`src/rtl/prbs9_ber_ctrl.sv`:
```
// PRBS9 bit-error-rate controller: slips an external prbs9 reference into alignment
// with the received stream, then counts errors over fixed windows while locked.
module prbs9_ber_ctrl #(
  parameter int LOCK_CNT = 32,
  parameter int WIN_W    = 10,
  parameter int LOSS_THR = 64
) (
  input  logic             clk,
  input  logic             i_rst_n,
  input  logic             i_enable,
  input  logic             i_valid,
  input  logic             i_rx_bit,
  input  logic             i_prbs_bit,
  output logic             o_prbs_rst,
  output logic             o_prbs_en,
  output logic             o_lock,
  output logic [WIN_W:0]   o_err_cnt,
  output logic             o_win_done
);

  typedef enum logic [1:0] {
    IDLE   = 2'd0,
    SEARCH = 2'd1,
    LOCKED = 2'd2
  } state_e;

  localparam logic [7:0]     LOCK_LAST = 8'(LOCK_CNT - 1);
  localparam logic [WIN_W:0] LOSS_LIM  = LOSS_THR[WIN_W:0];

  state_e             state_q, state_d;
  logic [7:0]         match_cnt_q, match_cnt_d;
  logic [WIN_W-1:0]   samp_cnt_q, samp_cnt_d;
  logic [WIN_W:0]     err_acc_q, err_acc_d;
  logic [WIN_W:0]     err_cnt_q, err_cnt_d;
  logic               win_done_q, win_done_d;

  logic               miss;
  logic               win_end;
  logic [WIN_W:0]     win_sum;

  assign miss    = i_rx_bit ^ i_prbs_bit;
  assign win_end = (state_q == LOCKED) && i_valid && (samp_cnt_q == {WIN_W{1'b1}});
  // The final sample of a window is folded in here so it is never lost at the boundary.
  assign win_sum = err_acc_q + {{WIN_W{1'b0}}, miss};

  always_comb begin
    state_d     = state_q;
    match_cnt_d = match_cnt_q;
    samp_cnt_d  = samp_cnt_q;
    err_acc_d   = err_acc_q;
    err_cnt_d   = err_cnt_q;
    win_done_d  = 1'b0;

    // A window that completes on the same sample as a disable is still reported.
    if (win_end) begin
      err_cnt_d  = win_sum;
      win_done_d = 1'b1;
    end

    if (!i_enable) begin
      state_d     = IDLE;
      match_cnt_d = '0;
      samp_cnt_d  = '0;
      err_acc_d   = '0;
    end else begin
      case (state_q)
        IDLE: begin
          state_d     = SEARCH;
          match_cnt_d = '0;
        end
        SEARCH: begin
          if (i_valid) begin
            if (miss) begin
              match_cnt_d = '0;
            end else if (match_cnt_q == LOCK_LAST) begin
              state_d     = LOCKED;
              match_cnt_d = '0;
              samp_cnt_d  = '0;
              err_acc_d   = '0;
            end else begin
              match_cnt_d = match_cnt_q + 8'd1;
            end
          end
        end
        LOCKED: begin
          if (i_valid) begin
            samp_cnt_d = samp_cnt_q + WIN_W'(1);
            if (win_end) begin
              err_acc_d = '0;
              if (win_sum > LOSS_LIM) begin
                state_d     = SEARCH;
                match_cnt_d = '0;
              end
            end else begin
              err_acc_d = win_sum;
            end
          end
        end
        default: begin
          state_d = IDLE;
        end
      endcase
    end
  end

  always_ff @(posedge clk or negedge i_rst_n) begin
    if (!i_rst_n) begin
      state_q     <= IDLE;
      match_cnt_q <= '0;
      samp_cnt_q  <= '0;
      err_acc_q   <= '0;
      err_cnt_q   <= '0;
      win_done_q  <= 1'b0;
    end else begin
      state_q     <= state_d;
      match_cnt_q <= match_cnt_d;
      samp_cnt_q  <= samp_cnt_d;
      err_acc_q   <= err_acc_d;
      err_cnt_q   <= err_cnt_d;
      win_done_q  <= win_done_d;
    end
  end

  // A mismatch while searching holds the reference for that sample: a one-bit slip.
  assign o_prbs_en  = i_valid && ((state_q == LOCKED) || ((state_q == SEARCH) && !miss));
  assign o_prbs_rst = (state_q == IDLE);
  assign o_lock     = (state_q == LOCKED);
  assign o_err_cnt  = err_cnt_q;
  assign o_win_done = win_done_q;

endmodule

```
`config.mk`:
```
export PLATFORM = sky130hd
export DESIGN_NAME = prbs9_ber_ctrl
export DESIGN_NICKNAME = d
export VERILOG_FILES = /design/src/rtl/prbs9_ber_ctrl.sv
export SDC_FILE = /design/constraint.sdc
export NUM_CORES = 1
export LEC_CHECK = 0
export CAP_MARGIN = 20
export CORE_MARGIN = 5
export CORE_UTILIZATION = 40
export CTS_CLUSTER_DIAMETER = 150
export CTS_CLUSTER_SIZE = 20
export DETAILED_ROUTE_END_ITERATION = 16
export PLACE_DENSITY = 0.63
export SKIP_LAST_GASP = 1
export SYNTH_ARGS = -nofsm -noshare
export SYNTH_HDL_FRONTEND = slang
export SYNTH_SLANG_ARGS = --single-unit
```
`constraint.sdc`:
```
create_clock -name clk -period 2.3 [get_ports clk]
set_clock_uncertainty 0.05 [all_clocks]
set_input_delay 0.46 -clock clk [delete_from_list [all_inputs] [get_ports clk]]
set_output_delay 0.46 -clock clk [all_outputs]
set_load 0.02 [all_outputs]
```
==> results.tsv <==
metric	value	unit
status	finished with violations	
failing checks	negative setup slack	
gr usage total	0.168	
CP required	2.44	ns
worst setup margin	-0.0510	ns
Routed WL	5.76	mm
DRT Pass-1 Iters	4	
routability cong.	0.847	
worst min path class	in -> async	
DIE AREA	7800	um^2
worst-path cell chain	buf_8 > xor2_4 > ha_4 > buf_6 > nand3_4 > or4_4 > and3_4 > o2111a_1 > or2_4 > mux2_1	
ranking of synthesized cells by area	dfrtp_1 44%, o21ai_0 6.9%, nand2_1 4.9%, ha_1 4.1%, nor2_1 3.2%	
CP max stage delay	0.42	ns
grt met2 use	0.267	
fmax	425	MHz
Die Span X	88.3	um
pwr/cell area	495	nW/um^2
total I/O pin count	21	
Period Utilization, post-route	1.02	
RSZ-0062 raised after global routing	yes	
Synth Flop Type	dfrtp_1	
Detailed Place HPWL	4.21	mm
Synth top area share	0.439	
Synthesis Warnings	0	
Net Count, Synth	284	
filler instances	555	
TritonCTS clock tree	done	
Leak	1.48	nW
effective utilization at floorplan	0.412	
max_cap viols	0	
number of core rows	28	
Post-Syn Area per Cell	9.08	um^2
cell area after synthesis	2450	um^2
GR Util met3	0.0307	
WP buf/inv	2	
Async SR Flop Fraction	1.00	
clk_lat worst skew	0.30	ns
drt via density	5.37	
Mapped Cells	270	
Core Footprint	5960	um^2
PortBufs	20	
critical path class	in -> reg	
Post-synth EDFFs	0	
slew margin rel.	0.704	
vias in the first global route	2261	
CP Capture Type	flop	
Data arrival, critical path	2.49	ns
Tmin final	2.35	ns
Fin. Hold Viols	0	
layout cells sized above 1	0.269	
Worst IR Drop VDD	276	uV
GR Util met1	0.233	
critical path launch point type	primary input	
register area share after synthesis	0.439	
antenna viol nets, final	0	
initial antenna violation count	0	
gr ovfl total	0	
total CTS buffers	5	
Starting DRT DRC Count	83	
worst-path maximum fanout	7	
Final Setup Violations	4	
Synth Register Bits	43	
leading cell type in the layout, fill and taps excluded	buf_4	
kind of cell adding the most delay to the critical path	simple AND/OR/NAND/NOR gates	
# diodes	0	
CTS Sinks	43	
Post-CTS Hold Buffers	0	
DR DRC count	0	
Via Count	2201	
CP max-delay cell	or4_4	
synthesis-to-layout area growth	37.7	%
fin cells	410	
pin count of the biggest net entering global routing	27	
most frequent cells in the layout	43 x buf_4, 42 x dfrtp_1, 32 x nand2_1	
Avg WL per Cell	14.0	um
area leader, netlist	dfrtp_1	
library cells used by synthesis	49	
Cells after DPL	397	
Fin Setup TNS	-0.138	ns
Max Slew Vio Count	0	
root buf cell	clkbuf_8	
GR peak layer	met2	
CTS max path bufs	2	
first-pass GRT wire length	10.5	mm
H-tree depth	2	
Die Ht	88.3	um
Worst-Margin Slew	0.443	ns
Nets	348	
Worst-path clk slew	0.09	ns
-- what timing repair did --
action / 4_1_cts / 5_1_grt
endpoints found under the setup margin: 15 / 12
setup buffers: 4 / 1
gates cloned: 0 / 0
pin swaps: 9 / 11
resized for setup: 27 / 15
-- state kept, by name, indices dropped and copies added, names as in the netlist --
signal,cells
samp_cnt_q,10
o_err_cnt,11
o_win_done,1
match_cnt_q,8
err_acc_q,11
state_q,2
-- cells in the mapped netlist (all sizes together), types with 2 or more instances --
master and number:
nand2b 2, xnor2 9, o21a 3, dfrtp 43
inv 8, o21ai 34, xor2 4, mux2i 3
ha 8, a22o 2, or3 3, and2 2
or2 2, o31ai 11, nand4 7, buf 6
or4 2, clkbuf 8, and3 8, nand3 12
nand2 32, nor2 21, o41ai 6, a21oi 6
nor3 11, nor2b 2
-- layer usage --
metal | vias up | routed length, um
met4 | 0 | 53
met5 | - | 0
met1 | 1064 | 2760
met3 | 5 | 178
met2 | 24 | 2760
li1 | 1108 | -
-- report_power, final --
group          internal, mW  total (mW)  switching [mW]
sequential            0.766       0.779          0.0129
clock                 0.245       0.526           0.281
combinational         0.170       0.367           0.197
total                  1.18        1.67           0.491
-- kinds of logic (layout without fill, tap and decap cells) --
logic type,after synthesis,in the layout,share of synthesized area
compound gates,72,72,0.193
xor+xnor,13,13,0.0464
fa+ha+maj,8,8,0.0408
buf+inv,22,87,0.0418
flops,43,43,0.439
mux,4,4,0.0168
simple gates,108,108,0.222
-- final timing paths --
check	startpoint	end	slack (ns)	depth (start not counted)
min in group clk	o_err_cnt[1]	o_err_cnt[1]	0.43	2
max	i_rx_bit	match_cnt_q[0]	-0.05	10
min	i_rst_n	match_cnt_q[1]	0.04	1
max reg2reg	err_acc_q[0]	match_cnt_q[0]	0.06	8
min reg2reg	o_err_cnt[1]	o_err_cnt[1]	0.43	2
max in group asynchronous	i_rst_n	err_acc_q[0]	1.65	2
-- per-stage QoR --
stage          setup slack (ns)  utilization  power, mW  hold WS, ns  area [um^2]
6_report                -0.0510        0.567       1.67       0.0405         3380
5_1_grt                  -0.122        0.567       1.76       0.0675         3380
3_3_place_gp             -0.921        0.524       1.12        0.381         3120
3_5_place_dp             -0.965        0.524       1.13        0.381         3120
2_1_floorplan            -0.309            -      0.975        0.114         2510
4_1_cts                  -0.117        0.555       1.67       0.0517         3310
-- cell type report --
type	instances	area, um^2	share of cell area
Clock buffer	6	82.6	0.0245
Sequential cell	43	1080	0.319
Timing Repair Buffer	71	652	0.193
Tap cell	75	93.8	0.0278
Clock inverter	2	16.3	0.00482
Inverter	8	30.0	0.00890
Multi-Input combinational cell	205	1420	0.422
(Power assumes the default switching activity.)
